### config.mk
export PLATFORM = sky130hd
export DESIGN_NAME = alu_ctrl_seq_flat
export DESIGN_NICKNAME = d
export VERILOG_FILES = /design/src/rtl/alu_ctrl_seq_if.sv /design/src/rtl/alu_ctrl_seq.sv /design/src/flat_wrapper.sv
export SDC_FILE = /design/constraint.sdc
export NUM_CORES = 1
export LEC_CHECK = 0
export CORE_MARGIN = 3
export CORE_UTILIZATION = 55
export CTS_BUF_LIST = sky130_fd_sc_hd__clkbuf_2 sky130_fd_sc_hd__clkbuf_4 sky130_fd_sc_hd__clkbuf_8
export CTS_CLUSTER_DIAMETER = 50
export CTS_CLUSTER_SIZE = 12
export DETAILED_ROUTE_END_ITERATION = 8
export PLACE_DENSITY = 0.8
export SLEW_MARGIN = 20
export SYNTH_ARGS = -nofsm -noshare
export SYNTH_HDL_FRONTEND = slang
export SYNTH_SLANG_ARGS = --single-unit
### constraint.sdc
create_clock -name clk -period 8.2 [get_ports clk]
set_clock_uncertainty 0.05 [all_clocks]
set_input_delay 0.82 -clock clk [delete_from_list [all_inputs] [get_ports clk]]
set_output_delay 0.82 -clock clk [all_outputs]
set_load 0.02 [all_outputs]
### src/rtl/alu_ctrl_seq_if.sv
`default_nettype none
// ============================================================================
// Module   : alu_ctrl_seq_if
// Brief    : Decode-to-ALU-control bundle: instruction fields in, ALU controls
//            and multiply/divide results out.
// Revision : 1.0 - initial release
// ============================================================================
interface alu_ctrl_seq_if #(
    parameter int WORD_LENGTH = 32
);
    logic                   in_valid;
    logic                   in_ready;
    logic [6:0]             opcode;
    logic [2:0]             funct3;
    logic [6:0]             funct7;
    logic [WORD_LENGTH-1:0] rs1_val;
    logic [WORD_LENGTH-1:0] rs2_val;
    logic [3:0]             op_mux_ctrl;
    logic                   cin;
    logic                   ctrl_valid;
    logic                   illegal;
    logic                   md_valid;
    logic [WORD_LENGTH-1:0] md_result;

    // Upstream decode stage
    modport master (
        output in_valid, opcode, funct3, funct7, rs1_val, rs2_val,
        input  in_ready, op_mux_ctrl, cin, ctrl_valid, illegal, md_valid, md_result
    );

    // Control sequencer
    modport slave (
        input  in_valid, opcode, funct3, funct7, rs1_val, rs2_val,
        output in_ready, op_mux_ctrl, cin, ctrl_valid, illegal, md_valid, md_result
    );
endinterface
`default_nettype wire

### src/rtl/alu_ctrl_seq.sv
`default_nettype none
// ============================================================================
// Module   : alu_ctrl_seq
// Brief    : RV32I ALU-control decoder with an iterative MUL/DIVU/REMU sequencer.
// Revision : 1.0 - initial release
// ============================================================================
module alu_ctrl_seq #(
    parameter int WORD_LENGTH = 32,
    parameter int MD_CYCLES   = 32
) (
    input wire            clk,
    input wire            reset,
    alu_ctrl_seq_if.slave bus
);

    localparam logic [1:0] S_IDLE = 2'd0;
    localparam logic [1:0] S_BUSY = 2'd1;
    localparam logic [1:0] S_DONE = 2'd2;

    localparam logic [6:0] OPC_OP     = 7'b0110011;
    localparam logic [6:0] OPC_OPIMM  = 7'b0010011;
    localparam logic [6:0] OPC_LOAD   = 7'b0000011;
    localparam logic [6:0] OPC_STORE  = 7'b0100011;
    localparam logic [6:0] OPC_JALR   = 7'b1100111;
    localparam logic [6:0] OPC_AUIPC  = 7'b0010111;
    localparam logic [6:0] OPC_LUI    = 7'b0110111;
    localparam logic [6:0] OPC_JAL    = 7'b1101111;
    localparam logic [6:0] OPC_BRANCH = 7'b1100011;

    localparam logic [6:0] F7_BASE   = 7'b0000000;
    localparam logic [6:0] F7_ALT    = 7'b0100000;
    localparam logic [6:0] F7_MULDIV = 7'b0000001;

    localparam logic [3:0] ALU_ADD  = 4'd0;
    localparam logic [3:0] ALU_SLL  = 4'd1;
    localparam logic [3:0] ALU_SLT  = 4'd2;
    localparam logic [3:0] ALU_SLTU = 4'd3;
    localparam logic [3:0] ALU_XOR  = 4'd4;
    localparam logic [3:0] ALU_SRL  = 4'd5;
    localparam logic [3:0] ALU_SRA  = 4'd6;
    localparam logic [3:0] ALU_OR   = 4'd7;
    localparam logic [3:0] ALU_AND  = 4'd8;

    localparam logic [1:0] K_ILL = 2'd0;
    localparam logic [1:0] K_ALU = 2'd1;
    localparam logic [1:0] K_MD  = 2'd2;

    localparam logic [1:0] MD_MUL  = 2'd0;
    localparam logic [1:0] MD_DIVU = 2'd1;
    localparam logic [1:0] MD_REMU = 2'd2;

    localparam logic [5:0] CNT_LAST = 6'(MD_CYCLES - 1);

    logic [1:0]             state_q, state_d;
    logic [3:0]             op_mux_ctrl_q, op_mux_ctrl_d;
    logic                   cin_q, cin_d;
    logic                   ctrl_valid_q, ctrl_valid_d;
    logic                   illegal_q, illegal_d;
    logic                   md_valid_q, md_valid_d;
    logic [WORD_LENGTH-1:0] md_result_q, md_result_d;
    logic [1:0]             md_op_q, md_op_d;
    logic [5:0]             cnt_q, cnt_d;
    logic [WORD_LENGTH-1:0] opa_q, opa_d;
    logic [WORD_LENGTH-1:0] opb_q, opb_d;
    logic [WORD_LENGTH-1:0] acc_q, acc_d;

    logic                   w_in_ready;
    logic                   w_accept;
    logic [3:0]             w_base_code;
    logic [1:0]             w_dec_kind;
    logic [3:0]             w_dec_code;
    logic                   w_dec_cin;
    logic [1:0]             w_dec_md;
    logic                   w_div_zero;
    logic [WORD_LENGTH-1:0] w_mul_acc;
    logic [WORD_LENGTH:0]   w_rem_sh;
    logic [WORD_LENGTH:0]   w_rem_diff;
    logic                   w_rem_ge;

    assign w_accept   = bus.in_valid && w_in_ready;
    assign w_div_zero = (w_dec_md != MD_MUL) && (bus.rs2_val == '0);

    // funct3 -> ALU code shared by register and immediate forms
    always_comb begin
        w_base_code = ALU_ADD;
        case (bus.funct3)
            3'b000:  w_base_code = ALU_ADD;
            3'b001:  w_base_code = ALU_SLL;
            3'b010:  w_base_code = ALU_SLT;
            3'b011:  w_base_code = ALU_SLTU;
            3'b100:  w_base_code = ALU_XOR;
            3'b101:  w_base_code = bus.funct7[5] ? ALU_SRA : ALU_SRL;
            3'b110:  w_base_code = ALU_OR;
            default: w_base_code = ALU_AND;
        endcase
    end

    always_comb begin
        w_dec_kind = K_ILL;
        w_dec_code = ALU_ADD;
        w_dec_cin  = 1'b0;
        w_dec_md   = MD_MUL;
        case (bus.opcode)
            OPC_OP: begin
                if (bus.funct7 == F7_MULDIV) begin
                    case (bus.funct3)
                        3'b000:  begin w_dec_kind = K_MD; w_dec_md = MD_MUL;  end
                        3'b101:  begin w_dec_kind = K_MD; w_dec_md = MD_DIVU; end
                        3'b111:  begin w_dec_kind = K_MD; w_dec_md = MD_REMU; end
                        default: w_dec_kind = K_ILL;
                    endcase
                end else if ((bus.funct7 == F7_BASE) ||
                             ((bus.funct7 == F7_ALT) &&
                              ((bus.funct3 == 3'b000) || (bus.funct3 == 3'b101)))) begin
                    w_dec_kind = K_ALU;
                    w_dec_code = w_base_code;
                    w_dec_cin  = bus.funct7[5] && (bus.funct3 == 3'b000);
                end
            end
            OPC_OPIMM: begin
                // funct7 is immediate data except on the shift encodings
                w_dec_code = w_base_code;
                case (bus.funct3)
                    3'b001: begin
                        if (bus.funct7 == F7_BASE) w_dec_kind = K_ALU;
                    end
                    3'b101: begin
                        if ((bus.funct7 == F7_BASE) || (bus.funct7 == F7_ALT)) w_dec_kind = K_ALU;
                    end
                    default: w_dec_kind = K_ALU;
                endcase
            end
            OPC_LOAD, OPC_STORE, OPC_JALR, OPC_AUIPC, OPC_LUI, OPC_JAL: begin
                w_dec_kind = K_ALU;
            end
            OPC_BRANCH: begin
                case (bus.funct3)
                    3'b000, 3'b001: begin w_dec_kind = K_ALU; w_dec_cin = 1'b1; end
                    3'b100, 3'b101: begin w_dec_kind = K_ALU; w_dec_code = ALU_SLT;  end
                    3'b110, 3'b111: begin w_dec_kind = K_ALU; w_dec_code = ALU_SLTU; end
                    default:        w_dec_kind = K_ILL;
                endcase
            end
            default: w_dec_kind = K_ILL;
        endcase
    end

    // One step of shift-add multiply and restoring divide
    assign w_mul_acc  = acc_q + (opb_q[0] ? opa_q : '0);
    assign w_rem_sh   = {acc_q, opa_q[WORD_LENGTH-1]};
    assign w_rem_diff = w_rem_sh - {1'b0, opb_q};
    assign w_rem_ge   = ~w_rem_diff[WORD_LENGTH];

    always_ff @(posedge clk or posedge reset) begin
        if (reset) begin
            state_q <= S_IDLE;
        end else begin
            state_q <= state_d;
        end
    end

    always_comb begin
        state_d = state_q;
        case (state_q)
            S_IDLE: begin
                if (w_accept && (w_dec_kind == K_MD)) begin
                    state_d = w_div_zero ? S_DONE : S_BUSY;
                end
            end
            S_BUSY: begin
                if (cnt_q == CNT_LAST) state_d = S_DONE;
            end
            S_DONE:  state_d = S_IDLE;
            default: state_d = S_IDLE;
        endcase
    end

    always_comb begin
        w_in_ready = (state_q == S_IDLE);
    end

    always_comb begin
        op_mux_ctrl_d = op_mux_ctrl_q;
        cin_d         = cin_q;
        ctrl_valid_d  = 1'b0;
        illegal_d     = 1'b0;
        md_valid_d    = 1'b0;
        md_result_d   = md_result_q;
        md_op_d       = md_op_q;
        cnt_d         = cnt_q;
        opa_d         = opa_q;
        opb_d         = opb_q;
        acc_d         = acc_q;

        if (w_accept) begin
            case (w_dec_kind)
                K_ALU: begin
                    op_mux_ctrl_d = w_dec_code;
                    cin_d         = w_dec_cin;
                    ctrl_valid_d  = 1'b1;
                end
                K_MD: begin
                    md_op_d = w_dec_md;
                    cnt_d   = '0;
                    opa_d   = bus.rs1_val;
                    opb_d   = bus.rs2_val;
                    acc_d   = '0;
                    // Divide by zero: preload the architectural results directly
                    if (w_div_zero) begin
                        opa_d = '1;
                        acc_d = bus.rs1_val;
                    end
                end
                default: illegal_d = 1'b1;
            endcase
        end

        if (state_q == S_BUSY) begin
            cnt_d = (cnt_q == CNT_LAST) ? '0 : cnt_q + 6'd1;
            if (md_op_q == MD_MUL) begin
                acc_d = w_mul_acc;
                opa_d = opa_q << 1;
                opb_d = opb_q >> 1;
            end else begin
                opa_d = {opa_q[WORD_LENGTH-2:0], w_rem_ge};
                acc_d = w_rem_ge ? w_rem_diff[WORD_LENGTH-1:0] : w_rem_sh[WORD_LENGTH-1:0];
            end
        end

        if (state_q == S_DONE) begin
            md_valid_d  = 1'b1;
            md_result_d = (md_op_q == MD_DIVU) ? opa_q : acc_q;
        end
    end

    always_ff @(posedge clk or posedge reset) begin
        if (reset) begin
            op_mux_ctrl_q <= '0;
            cin_q         <= 1'b0;
            ctrl_valid_q  <= 1'b0;
            illegal_q     <= 1'b0;
            md_valid_q    <= 1'b0;
            md_result_q   <= '0;
            md_op_q       <= MD_MUL;
            cnt_q         <= '0;
            opa_q         <= '0;
            opb_q         <= '0;
            acc_q         <= '0;
        end else begin
            op_mux_ctrl_q <= op_mux_ctrl_d;
            cin_q         <= cin_d;
            ctrl_valid_q  <= ctrl_valid_d;
            illegal_q     <= illegal_d;
            md_valid_q    <= md_valid_d;
            md_result_q   <= md_result_d;
            md_op_q       <= md_op_d;
            cnt_q         <= cnt_d;
            opa_q         <= opa_d;
            opb_q         <= opb_d;
            acc_q         <= acc_d;
        end
    end

    assign bus.in_ready    = w_in_ready;
    assign bus.op_mux_ctrl = op_mux_ctrl_q;
    assign bus.cin         = cin_q;
    assign bus.ctrl_valid  = ctrl_valid_q;
    assign bus.illegal     = illegal_q;
    assign bus.md_valid    = md_valid_q;
    assign bus.md_result   = md_result_q;

endmodule
`default_nettype wire
### src/flat_wrapper.sv
// flat-port wrapper written by rule: the top's interface ports become plain ports
module alu_ctrl_seq_flat 
#(
    parameter int WORD_LENGTH = 32,
    parameter int MD_CYCLES   = 32
)
  (clk, reset, bus_in_valid, bus_opcode, bus_funct3, bus_funct7, bus_rs1_val, bus_rs2_val, bus_in_ready, bus_op_mux_ctrl, bus_cin, bus_ctrl_valid, bus_illegal, bus_md_valid, bus_md_result);
  alu_ctrl_seq_if #(.WORD_LENGTH(WORD_LENGTH)) bus_i ();
  input wire clk;
  input wire reset;
  input wire logic [$bits(bus_i.in_valid)-1:0] bus_in_valid;
  input wire logic [$bits(bus_i.opcode)-1:0] bus_opcode;
  input wire logic [$bits(bus_i.funct3)-1:0] bus_funct3;
  input wire logic [$bits(bus_i.funct7)-1:0] bus_funct7;
  input wire logic [$bits(bus_i.rs1_val)-1:0] bus_rs1_val;
  input wire logic [$bits(bus_i.rs2_val)-1:0] bus_rs2_val;
  output wire logic [$bits(bus_i.in_ready)-1:0] bus_in_ready;
  output wire logic [$bits(bus_i.op_mux_ctrl)-1:0] bus_op_mux_ctrl;
  output wire logic [$bits(bus_i.cin)-1:0] bus_cin;
  output wire logic [$bits(bus_i.ctrl_valid)-1:0] bus_ctrl_valid;
  output wire logic [$bits(bus_i.illegal)-1:0] bus_illegal;
  output wire logic [$bits(bus_i.md_valid)-1:0] bus_md_valid;
  output wire logic [$bits(bus_i.md_result)-1:0] bus_md_result;
  assign bus_i.in_valid = bus_in_valid;
  assign bus_i.opcode = bus_opcode;
  assign bus_i.funct3 = bus_funct3;
  assign bus_i.funct7 = bus_funct7;
  assign bus_i.rs1_val = bus_rs1_val;
  assign bus_i.rs2_val = bus_rs2_val;
  assign bus_in_ready = bus_i.in_ready;
  assign bus_op_mux_ctrl = bus_i.op_mux_ctrl;
  assign bus_cin = bus_i.cin;
  assign bus_ctrl_valid = bus_i.ctrl_valid;
  assign bus_illegal = bus_i.illegal;
  assign bus_md_valid = bus_i.md_valid;
  assign bus_md_result = bus_i.md_result;
  alu_ctrl_seq #(.WORD_LENGTH(WORD_LENGTH), .MD_CYCLES(MD_CYCLES)) u_core (.clk(clk), .reset(reset), .bus(bus_i));
endmodule
==> flow_summary.json <==
{
  "timing_worst_slew_pin_value_ns": 1.15,
  "dp_cells": 1768,
  "wl_per_cell_um": 18.3,
  "grt_usage_pct": 29.6,
  "seqCellArea_um2": 3650,
  "crit_path_end_kind": "flop",
  "syn_to_final_growth_pct": 15.5,
  "grt-busiest-layer": "met1",
  "die_w_um": 149,
  "finalSetupViolCount": 0,
  "clockBufferDepth": 2,
  "synth_enable_flop_cells": 0,
  "min_period_ns": 4.42,
  "crit_path_max_incr_delay_ns": 0.65,
  "first_iter_violations": 1134,
  "syn-cell-area_um2": 11300,
  "max-vdd-ir-drop_mv": 0.0930,
  "yosysWarnings": 0,
  "clock_latency_ns": 0.46,
  "post_cts_buffers": 0,
  "postSynthAreaPerCell_um2": 7.74,
  "outcome": "finished clean",
  "drive_above_1_share_pct": 4.82,
  "die-area_um2": 22300,
  "start_kind": "input port",
  "multi_input_area_um2": 7090,
  "path_max_fanout": 57,
  "synthTopCellsByCount": "246 x nand2_1, 146 x dfrtp_1, 124 x nor2_1",
  "dr.pass1.iters": 7,
  "slew_viol_final": 0,
  "rows": 51,
  "hold_viol": 0,
  "antenna_cells": 0,
  "leakagePower_nw": 5.52,
  "start_util_pct": 57.0,
  "critPathKind": "in2reg",
  "cap_violations": 0,
  "io_buffer_count": 124,
  "synth_top_cell_by_area": "dfrtp_1",
  "whs_ns": 0.432,
  "io_pins": 125,
  "cpMaxStageDelayCell": "buf_4",
  "yosysSeqAreaShare_pct": 32.4,
  "slew_headroom_pct": 22.9,
  "final_cells": 1800,
  "postRouteAntennaNets": 0,
  "core_um2": 19800,
  "fin_tns_setup_ns": 0,
  "h-tree-depth": 4,
  "worstPathCellList": "clkdlybuf4s50_1 -> nand2_1 -> or4_1 -> nor4_1 -> o21ai_0 -> inv_1 -> ha_1 -> and3_2 -> buf_4 -> and3_1 -> a21oi_1 -> o221a_2 -> o21ai_0",
  "ctsResizeCount": 0,
  "required_ns": 8.52,
  "remaining_drc_errors": 0,
  "synth_area_leaders": "dfrtp_1 32%, nand2_1 8.2%, ha_1 7.4%, o21ai_0 5.1%, a21oi_1 4.2%",
  "synth_top_cell_area_share_pct": 32.4,
  "clk_pin_slew_ns": 0.09,
  "rsz0062_at_grt": "no",
  "path_buf_inv": 3,
  "vias": 11226,
  "grt_use_met2_pct": 43.5,
  "antenna_found_initial": 0,
  "grt_first_pass_wirelength_um": 53400,
  "hpwl_um": 23600,
  "synth_nets": 1611,
  "clock.fmax_mhz": 226,
  "post-route-period-util_pct": 53.9,
  "final_nets": 1675,
  "cts_buffers": 17,
  "crit_top_cell": "o21ai_0",
  "use_met1_pct": 44.2,
  "ys.flop_type": "dfrtp_1",
  "grt_max_degree": 100,
  "die_y_um": 149,
  "cts_hold_buffers": 0,
  "met3_usage_pct": 6.17,
  "yosysMostFrequentCell": "nand2_1",
  "hold_class": "reg2reg",
  "syn_inst": 1458,
  "place.gp.congestion": 0.996,
  "async_flop_share_pct": 100,
  "cts_root_buffer": "clkbuf_8",
  "ys_types": 73,
  "crit_arrival_ns": 4.74,
  "cp_top_family": "simple AND/OR/NAND/NOR gates",
  "vias_per_cell": 6.24,
  "cts_tree": "yes",
  "overflow": 0,
  "power_density_nw_per_um2": 110,
  "cts_sinks": 146,
  "ys_ff_latch": 146,
  "wl_um": 33000,
  "n_fill_cell": 1730,
  "grt_pass1_vias": 10145
}
[cell usage in the layout (no fill, tap or decap), types with 4 or more instances in the layout]
cell,Yosys,routed
clkdlybuf4s50_1,0,124
and3_1,12,11
nand2b_1,11,10
o22ai_1,4,4
dfrtp_1,146,145
buf_4,2,10
clkbuf_8,0,18
a221oi_1,4,4
nand3b_1,5,5
o21a_1,12,12
ha_1,67,67
a31oi_1,50,50
a211oi_1,12,12
o21ai_0,115,115
nor2b_1,13,11
a21oi_1,95,95
nand3_1,39,38
or3_1,9,9
o211ai_1,9,9
inv_6,0,5
nand4_1,16,16
inv_1,56,55
mux2_2,4,4
and2_1,34,33
or2_2,4,4
a21o_1,13,13
xnor2_1,28,28
mux2i_1,41,41
nor2_1,124,123
o31ai_1,38,38
nand2_1,246,245
nor4_1,16,16
nor3_1,55,55
xor2_1,21,21
a211o_1,7,7
[layout make-up]
| cell class | instances | area share [%] |
|---|---|---|
| multi-input combinational | 1167 | 54.4 |
| timing repair buffer | 134 | 10.1 |
| clock buffer | 18 | 1.90 |
| inverter | 56 | 1.65 |
| tap | 265 | 2.54 |
| clock inverter | 14 | 1.35 |
| sequential | 146 | 28.0 |
[power breakdown]
| group | total (mW) | internal (mW) | leakage (nW) | switching [mW] |
|---|---|---|---|---|
| registers | 0.721 | 0.720 | 1.91 | 0.00113 |
| clock network | 0.625 | 0.313 | 0.210 | 0.312 |
| logic | 0.0897 | 0.0451 | 3.40 | 0.0447 |
| total | 1.44 | 1.08 | 5.52 | 0.358 |
[worst reg2reg max path: cells and delay by family, from the launching register on]
family	cells	cell delay [ns]
compound gates	8	2.33
flops	1	0.75
fa+ha+maj	2	0.60
simple gates	2	0.39
buf+inv	1	0.07
[per-layer routing]
| layer | share of wire, % | vias up |
|---|---|---|
| met4 | 2.5 | 0 |
| met5 | 0 | - |
| met3 | 10 | 62 |
| met1 | 45 | 5227 |
| met2 | 42 | 574 |
| li1 | - | 5363 |
[sequential cells by signal (all words and copies together) (netlist names)]
| name | cells |
|---|---|
| u_core.bus.md_result | 32 |
| u_core.opb_q | 32 |
| u_core.bus.illegal | 1 |
| u_core.state_q | 2 |
| u_core.acc_q | 32 |
| u_core.bus.ctrl_valid | 1 |
| u_core.opa_q | 32 |
| u_core.bus.md_valid | 1 |
| u_core.bus.op_mux_ctrl | 4 |
| u_core.bus.cin | 1 |
| u_core.cnt_q | 6 |
| u_core.md_op_q | 2 |
[metrics by stage]
stage / power [mW] / area (um2) / utilization (%) / setup WS (ns)
floorplan: 0.766 / 11300 / - / 3.41
global placement: 0.825 / 12600 / 63.7 / 3.46
detailed placement: 0.825 / 12600 / 63.7 / 3.34
CTS: 1.44 / 13000 / 65.9 / 3.63
global route: 1.48 / 13000 / 65.9 / 3.41
finish: 1.44 / 13000 / 65.9 / 3.78
[kinds of logic after synthesis]
logic type	share of synthesized area, %
compound gates	23.0
xor+xnor	3.80
fa+ha+maj	7.78
buf+inv	5.13
flops	32.4
mux	4.04
simple gates	23.9
[worst paths after layout]
check / from / to / slack (ns) / cells past startpoint
hold reg to reg: u_core.bus.md_result[26] / u_core.bus.md_result[26] / 0.43 / 2
setup reg to reg: u_core.opb_q[0] / u_core.acc_q[28] / 3.89 / 13
min in group asynchronous: reset / u_core.opb_q[4] / 0.86 / 2
hold / removal: u_core.bus.md_result[26] / u_core.bus.md_result[26] / 0.43 / 2
setup / recovery: bus_opcode[0] / u_core.acc_q[22] / 3.78 / 13
max in group asynchronous: reset / u_core.opa_q[23] / 6.02 / 3
(Power assumes the default switching activity.)
